File: src/rtl/ultrasonic_echo_responder_if.sv
// Trigger/echo signal bundle between an initiator (master) and the
// ultrasonic echo responder (slave).
interface ultrasonic_echo_responder_if;
  logic        trig;
  logic [15:0] distance;
  logic        echo;
  logic        busy;
  logic        trig_err;

  modport master (
    output trig,
    output distance,
    input  echo,
    input  busy,
    input  trig_err
  );

  modport slave (
    input  trig,
    input  distance,
    output echo,
    output busy,
    output trig_err
  );
endinterface

File: src/rtl/ultrasonic_echo_responder.sv
// Emulates an ultrasonic ranging sensor: a qualified trigger pulse is answered,
// after a fixed burst delay, by an echo pulse whose width encodes distance.
module ultrasonic_echo_responder #(
  parameter int unsigned TRIG_MIN_CYC   = 120,
  parameter int unsigned SETTLE_CYC     = 2400,
  parameter int unsigned TICKS_PER_UNIT = 696,
  parameter int unsigned ECHO_MAX       = 456000,
  parameter int unsigned HOLDOFF_CYC    = 120000
) (
  input  logic                         clk,
  input  logic                         reset,
  ultrasonic_echo_responder_if.slave   bus
);

  typedef enum logic [2:0] {
    IDLE,
    TRIG,
    BURST,
    ECHO,
    HOLDOFF
  } state_e;

  localparam logic [23:0] TRIG_MIN_L = 24'(TRIG_MIN_CYC);
  localparam logic [23:0] SETTLE_L   = 24'(SETTLE_CYC);
  localparam logic [23:0] ECHO_MAX_L = 24'(ECHO_MAX);
  localparam logic [23:0] HOLDOFF_L  = 24'(HOLDOFF_CYC);

  logic        trig_meta_q;
  logic        trig_s_q;
  state_e      state_q,    state_d;
  logic [23:0] cnt_q,      cnt_d;
  logic [23:0] width_q,    width_d;
  logic        need_low_q, need_low_d;
  logic        trig_err_q, trig_err_d;
  logic        echo_q,     echo_d;
  logic        busy_q,     busy_d;
  logic [31:0] product;
  logic [23:0] width_calc;

  // NOTE: sequential state uses non-blocking assignments so every flop samples
  // the pre-edge value of its source; blocking here would collapse the sync chain.
  always_ff @(posedge clk or negedge reset) begin
    if (!reset) begin
      trig_meta_q <= 1'b0;
      trig_s_q    <= 1'b0;
    end else begin
      trig_meta_q <= bus.trig;
      trig_s_q    <= trig_meta_q;
    end
  end

  // Distance 0 means no object, which reports the same width as out of range.
  always_comb begin
    product = 32'(bus.distance) * TICKS_PER_UNIT;
    if (bus.distance == 16'd0 || product > ECHO_MAX) begin
      width_calc = ECHO_MAX_L;
    end else begin
      width_calc = 24'(product);
    end
  end

  always_ff @(posedge clk or negedge reset) begin
    if (!reset) begin
      state_q    <= IDLE;
      cnt_q      <= '0;
      width_q    <= '0;
      need_low_q <= 1'b0;
      trig_err_q <= 1'b0;
      echo_q     <= 1'b0;
      busy_q     <= 1'b0;
    end else begin
      state_q    <= state_d;
      cnt_q      <= cnt_d;
      width_q    <= width_d;
      need_low_q <= need_low_d;
      trig_err_q <= trig_err_d;
      echo_q     <= echo_d;
      busy_q     <= busy_d;
    end
  end

  // NOTE: every output of this block gets a default first, so no path through
  // the case statement can leave a variable unassigned and infer a latch.
  always_comb begin
    state_d    = state_q;
    cnt_d      = cnt_q;
    width_d    = width_q;
    need_low_d = need_low_q;
    trig_err_d = 1'b0;

    case (state_q)
      IDLE: begin
        cnt_d = '0;
        if (!trig_s_q) begin
          need_low_d = 1'b0;
        end else if (!need_low_q) begin
          state_d = TRIG;
          cnt_d   = 24'd1;
        end
      end

      TRIG: begin
        if (trig_s_q) begin
          if (cnt_q < TRIG_MIN_L) cnt_d = cnt_q + 24'd1;
        end else if (cnt_q >= TRIG_MIN_L) begin
          state_d = BURST;
          cnt_d   = 24'd1;
          width_d = width_calc;
        end else begin
          state_d    = IDLE;
          cnt_d      = '0;
          trig_err_d = 1'b1;
        end
      end

      BURST: begin
        if (cnt_q >= SETTLE_L) begin
          state_d = ECHO;
          cnt_d   = 24'd1;
        end else begin
          cnt_d = cnt_q + 24'd1;
        end
      end

      ECHO: begin
        if (cnt_q >= width_q) begin
          state_d = HOLDOFF;
          cnt_d   = 24'd1;
        end else begin
          cnt_d = cnt_q + 24'd1;
        end
      end

      // A trigger still high when the dead time ends must drop before re-arming.
      HOLDOFF: begin
        if (cnt_q >= HOLDOFF_L) begin
          state_d    = IDLE;
          cnt_d      = '0;
          need_low_d = 1'b1;
        end else begin
          cnt_d = cnt_q + 24'd1;
        end
      end

      default: begin
        state_d = IDLE;
        cnt_d   = '0;
      end
    endcase

    echo_d = (state_q == ECHO);
    busy_d = (state_q == BURST) || (state_q == ECHO) || (state_q == HOLDOFF);
  end

  assign bus.echo     = echo_q;
  assign bus.busy     = busy_q;
  assign bus.trig_err = trig_err_q;

endmodule

File: src/flat_wrapper.sv
// flat-port wrapper written by rule: the top's interface ports become plain ports
module ultrasonic_echo_responder_flat 
#(
  parameter int unsigned TRIG_MIN_CYC   = 120,
  parameter int unsigned SETTLE_CYC     = 2400,
  parameter int unsigned TICKS_PER_UNIT = 696,
  parameter int unsigned ECHO_MAX       = 456000,
  parameter int unsigned HOLDOFF_CYC    = 120000
)
  (clk, reset, bus_trig, bus_distance, bus_echo, bus_busy, bus_trig_err);
  ultrasonic_echo_responder_if bus_i ();
  input  logic clk;
  input  logic reset;
  input wire logic [$bits(bus_i.trig)-1:0] bus_trig;
  input wire logic [$bits(bus_i.distance)-1:0] bus_distance;
  output wire logic [$bits(bus_i.echo)-1:0] bus_echo;
  output wire logic [$bits(bus_i.busy)-1:0] bus_busy;
  output wire logic [$bits(bus_i.trig_err)-1:0] bus_trig_err;
  assign bus_i.trig = bus_trig;
  assign bus_i.distance = bus_distance;
  assign bus_echo = bus_i.echo;
  assign bus_busy = bus_i.busy;
  assign bus_trig_err = bus_i.trig_err;
  ultrasonic_echo_responder #(.TRIG_MIN_CYC(TRIG_MIN_CYC), .SETTLE_CYC(SETTLE_CYC), .TICKS_PER_UNIT(TICKS_PER_UNIT), .ECHO_MAX(ECHO_MAX), .HOLDOFF_CYC(HOLDOFF_CYC)) u_core (.clk(clk), .reset(reset), .bus(bus_i));
endmodule
File: config.mk
export PLATFORM = sky130hd
export DESIGN_NAME = ultrasonic_echo_responder_flat
export DESIGN_NICKNAME = d
export VERILOG_FILES = /design/src/rtl/ultrasonic_echo_responder_if.sv /design/src/rtl/ultrasonic_echo_responder.sv /design/src/flat_wrapper.sv
export SDC_FILE = /design/constraint.sdc
export NUM_CORES = 1
export LEC_CHECK = 0
export BUFFER_PORTS_ARGS = -buffer_cell sky130_fd_sc_hd__clkbuf_2
export CAP_MARGIN = 10
export CORE_UTILIZATION = 50
export CTS_BUF_LIST = sky130_fd_sc_hd__clkbuf_16
export DETAILED_ROUTE_END_ITERATION = 12
export PLACE_DENSITY = 0.73
export SLEW_MARGIN = 30
export SYNTH_ARGS = -nofsm -noshare
export SYNTH_HDL_FRONTEND = slang
export SYNTH_SLANG_ARGS = --single-unit
File: constraint.sdc
create_clock -name clk -period 3.15 [get_ports clk]
set_clock_uncertainty 0.1 [all_clocks]
set_input_delay 0.4725 -clock clk [delete_from_list [all_inputs] [get_ports clk]]
set_output_delay 0.4725 -clock clk [all_outputs]
set_load 0.01 [all_outputs]
==> run summary <==
The run finished, with violations left. The checks that failed: negative setup slack. CTS built an H-tree with a depth of 2. Met3 layer usage reported by global route: 2.05%. The met1 global-route usage was 29.6%; the worst path required time was 3.24 ns. Synthesis produced a netlist with a net count of 834. For the number of buffers added by the clock tree synthesis step, the log shows 5. By area the synthesized netlist is led by sky130_fd_sc_hd__dfrtp_1, sky130_fd_sc_hd__ha_1, sky130_fd_sc_hd__fa_1. The share of synthesized area occupied by flip-flops and latches came out at 22.1%.

At the pin with the least slew margin, the transition time is 0.968 ns. The power per cell area is 735 nW/um^2, and the count of cell types in the netlist is 61. The internal power component came out at 3200 uW. The number of design rule violations left after detail routing was 0; the average via count per standard cell was 5.72. The worst hold path belongs to the class in2reg.

Entering global routing, the biggest net connects 55 pins. For the number of DRC markers after the initial detailed-route iteration, the log shows 299. The congestion estimate from routability-driven global placement came to 0.903.

The number of antenna-violating nets in the routed design was 0; the area added between synthesis and finish was 27.8%. The average cell area after synthesis is 9.01 sq um. Period utilization: 145%. The count of cells along the worst hold path works out to 1. Element type at the critical path end: a flop. Max-capacitance violation count: 0.

In this run the critical register-to-register path is launched from u_core.width_q[4]$_DFFE_PN0P_. Setup repair after global routing could not meet its margin everywhere. In this run the most critical hold path is launched from bus_trig.

Counting along the longest clock path gives a buffer depth of 2. Data arrival at the endpoint of the critical path: 4.65 ns. The floorplan die area was 12700 sq um. Total I/O pin count: 22. The startpoint type of the worst setup path is a primary input. Worst hold margin: 0.179 ns. The logs give 0 for the max-slew violation count and 0.448 mV for the largest voltage drop on the vdd net. The tools report the least setup slack across all paths after layout as -1.41 ns. The run gives 15.3 mm as the post-detailed-routing wire length. The start-to-end type of the worst setup path is in2reg. The die is 113 microns wide.

In this run, post-CTS hold repair placed 0 buffers. After technology mapping, the gate count stands at 679. The logs give 0.30 ns for the clock latency at the later pin of the worst-skew pair and 955 for the number of nets at the end of the flow. The final period demand of the worst path is 4.56 ns, and the initial core utilization is 51.2%. Sorting the synthesized cells by how often they occur yields sky130_fd_sc_hd__inv_1, sky130_fd_sc_hd__ha_1, sky130_fd_sc_hd__dfrtp_1. For the total global-route track usage, the log shows 24.4%. Setup violations remaining at the end of the flow were counted as 16. The floorplan has 40 rows. Per report_power, the sequential group accounts for 13.6% of the total.

The top cell type's share of synthesized area was 22.1%. For this run, the number of Yosys warnings is 0. After global routing the overflow that remains totals 0.

The fraction of registers with async set or reset after synthesis was 100%. The worst register-to-register path ends at u_core.cnt_q[13]$_DFFE_PN0P_. Count of flip-flops with a built-in enable after synthesis: 0. Of all cell types, the one taking the most synthesized area is sky130_fd_sc_hd__dfrtp_1. The tools report the flop-to-flop setup slack as 0.21 ns. The most common cell in the synthesized netlist is sky130_fd_sc_hd__inv_1. Of the total power, the share spent switching nets is 44.3%. Counting flops and latches in the post-synthesis netlist gives 54. The number of cells traversed by the worst register-to-register path is 11, and the y dimension of the die is 113 microns.

For the number of antenna violations at the first check in global routing, the log shows 0. The worst slew slack as a fraction of its limit came out at 34.9%. In this run the worst path has a maximum fanout of 8. In this run the power spent charging and discharging nets is 2540 uW. After synthesis the cells add up to 6120 sq um. The number of sinks driven by the clock tree came out at 54.

The static leakage is 0.00388 uW, and the layout cell share with drive strength beyond 1 is 27.5%. Worst hold path endpoint: u_core.trig_meta_q$_DFF_PN0_. After clock tree synthesis, the clock-pin slew on the worst setup and hold paths is 0.07 ns. The post-detailed-placement half-perimeter wirelength came out at 11.9 mm. Buffers placed on the I/O ports in this run total 21. TritonCTS built the clock tree. The number of inserted diodes was 0; the first-pass GRT wire length was 25.2 mm. Clock tree synthesis selected as its root buffer the cell sky130_fd_sc_hd__clkbuf_16. The logs give 5469 for the via count of the first global-routing pass and 76.7% for the combinational power share. Main flop type after synthesis: sky130_fd_sc_hd__dfrtp_1. The met2 routing resource usage after global routing came out at 45.0%.

For the via count of the routed design, the log shows 5422. In this run, the clock network consumes 9.7% of the power. The first detailed-routing pass took 5 iterations. In the final routed layout, each cell accounts on average for 16.1 microns. The number of hold-slack violations in the final timing report was 0.

The logs give 0.219 GHz for the maximum clock rate and 12000 sq um for the core area. Layer with the highest usage after global routing: met2. Adding up every negative setup slack in the final design gives -22.04 ns.
flip-flops by register name, indices dropped and copies added (netlist names):
register / count
u_core.cnt_q: 24
u_core.width_q: 21
u_core.state_q: 3
u_core.bus.busy: 1
u_core.bus.echo: 1
u_core.bus.trig_err: 1
u_core.need_low_q: 1
u_core.trig_meta_q: 1
u_core.trig_s_q: 1
kinds of logic (layout without fill, tap and decap cells):
group,after synthesis,after routing,synth area share [%]
AND/OR/NAND/NOR,181,181,15.9
AO/OA/AOI/OAI,161,161,18.4
adder cells (fa/ha/maj),136,136,32.5
buffers and inverters,124,246,7.85
flip-flops,54,54,22.1
XOR/XNOR,20,20,2.86
multiplexers,3,3,0.511
layout make-up:
class | instances | area (sq um)
clock buffers | 5 | 125
inverters | 102 | 383
well taps | 147 | 184
repair buffers | 136 | 1050
multi-input cells | 501 | 4700
clock inverters | 3 | 21.3
flip-flops and latches | 54 | 1350
fillers | 933 | 4140
worst max-delay path by stage:
| stage | end | depth (start not counted) | slack [ns] | start |
|---|---|---|---|---|
| 2_1_floorplan | u_core.width_q[6]$_DFFE_PN0P_ | 17 | -1.49 | bus_distance[13] |
| 3_3_place_gp | u_core.width_q[6]$_DFFE_PN0P_ | 19 | -1.61 | bus_distance[3] |
| 5_1_grt | u_core.width_q[7]$_DFFE_PN0P_ | 19 | -1.54 | bus_distance[10] |
| 6_report | u_core.width_q[7]$_DFFE_PN0P_ | 20 | -1.41 | bus_distance[3] |
| 4_1_cts | u_core.width_q[15]$_DFFE_PN0P_ | 19 | -1.29 | bus_distance[3] |
| 3_5_place_dp | u_core.width_q[3]$_DFFE_PN0P_ | 18 | -1.68 | bus_distance[6] |
worst max-delay path: stages:
cell and delay (ns):
sky130_fd_sc_hd__clkbuf_16 0.13, sky130_fd_sc_hd__ha_4 0.25, sky130_fd_sc_hd__inv_2 0.03, sky130_fd_sc_hd__fa_1 0.52, sky130_fd_sc_hd__inv_1 0.05, sky130_fd_sc_hd__fa_1 0.54, sky130_fd_sc_hd__inv_2 0.04, sky130_fd_sc_hd__fa_1 0.51
sky130_fd_sc_hd__inv_2 0.05, sky130_fd_sc_hd__ha_4 0.27, sky130_fd_sc_hd__o211ai_1 0.13, sky130_fd_sc_hd__a21o_1 0.22, sky130_fd_sc_hd__a21oi_2 0.16, sky130_fd_sc_hd__a31oi_2 0.13, sky130_fd_sc_hd__o31ai_2 0.24, sky130_fd_sc_hd__xor2_1 0.28
sky130_fd_sc_hd__nor4_4 0.08, sky130_fd_sc_hd__buf_4 0.17, sky130_fd_sc_hd__clkbuf_16 0.16, sky130_fd_sc_hd__a32o_1 0.21
cell usage in the layout (no fill, tap or decap), drive strengths merged, types with 3 or more instances in the layout:
cell     count
o31ai        6
o21a         5
a32o         7
a31oi        8
a22o        12
and4         6
dfrtp       54
or3          4
o211ai       7
xnor2       11
nand2b       5
ha          98
a21o        14
buf        119
nand2       38
o21ai       30
clkbuf      22
inv        102
nor4b        3
nand3       13
nor4         7
a211o        4
nor2        43
fa          38
nor3        17
a32oi        7
nor2b        7
nand4       14
a22oi        4
or2          6
a211oi       8
a2bb2oi      5
or4          3
xor2         9
a21oi       34
and3         7
per-layer routing:
metal,wire [microns],vias up
met5,0,-
met4,463,0
met3,422,38
met2,8070,135
met1,6320,2595
li1,-,2654
metrics by stage:
| step | setup WS [ns] | instances | total power (uW) | util, % | area [sq um] |
|---|---|---|---|---|---|
| 2_1_floorplan | -1.49 | 679 | 3350 | - | 6340 |
| 3_3_place_gp | -1.61 | 936 | 4640 | 61.3 | 7340 |
| 3_5_place_dp | -1.68 | 936 | 4760 | 61.3 | 7340 |
| 4_1_cts | -1.29 | 944 | 5460 | 63.5 | 7590 |
| 5_1_grt | -1.54 | 948 | 6210 | 65.4 | 7820 |
| 6_report | -1.41 | 948 | 5750 | 65.4 | 7820 |
power groups by stage:
stage,Clock [uW],Combinational [uW],Sequential [uW]
CTS,554,4130,783
detailed placement,0,3960,796
global route,589,4830,787
global placement,0,3840,795
finish,555,4410,784
floorplan,0,2580,769
repair_timing:
| item | in CTS | in global routing |
|---|---|---|
| setup endpoints to repair | 16 | 30 |
| buffers inserted | 0 | 3 |
| gates cloned | 0 | 1 |
| gates resized for setup | 22 | 38 |
| pin swaps | 0 | 16 |
No activity file was read; power rests on OpenSTA's default activity.
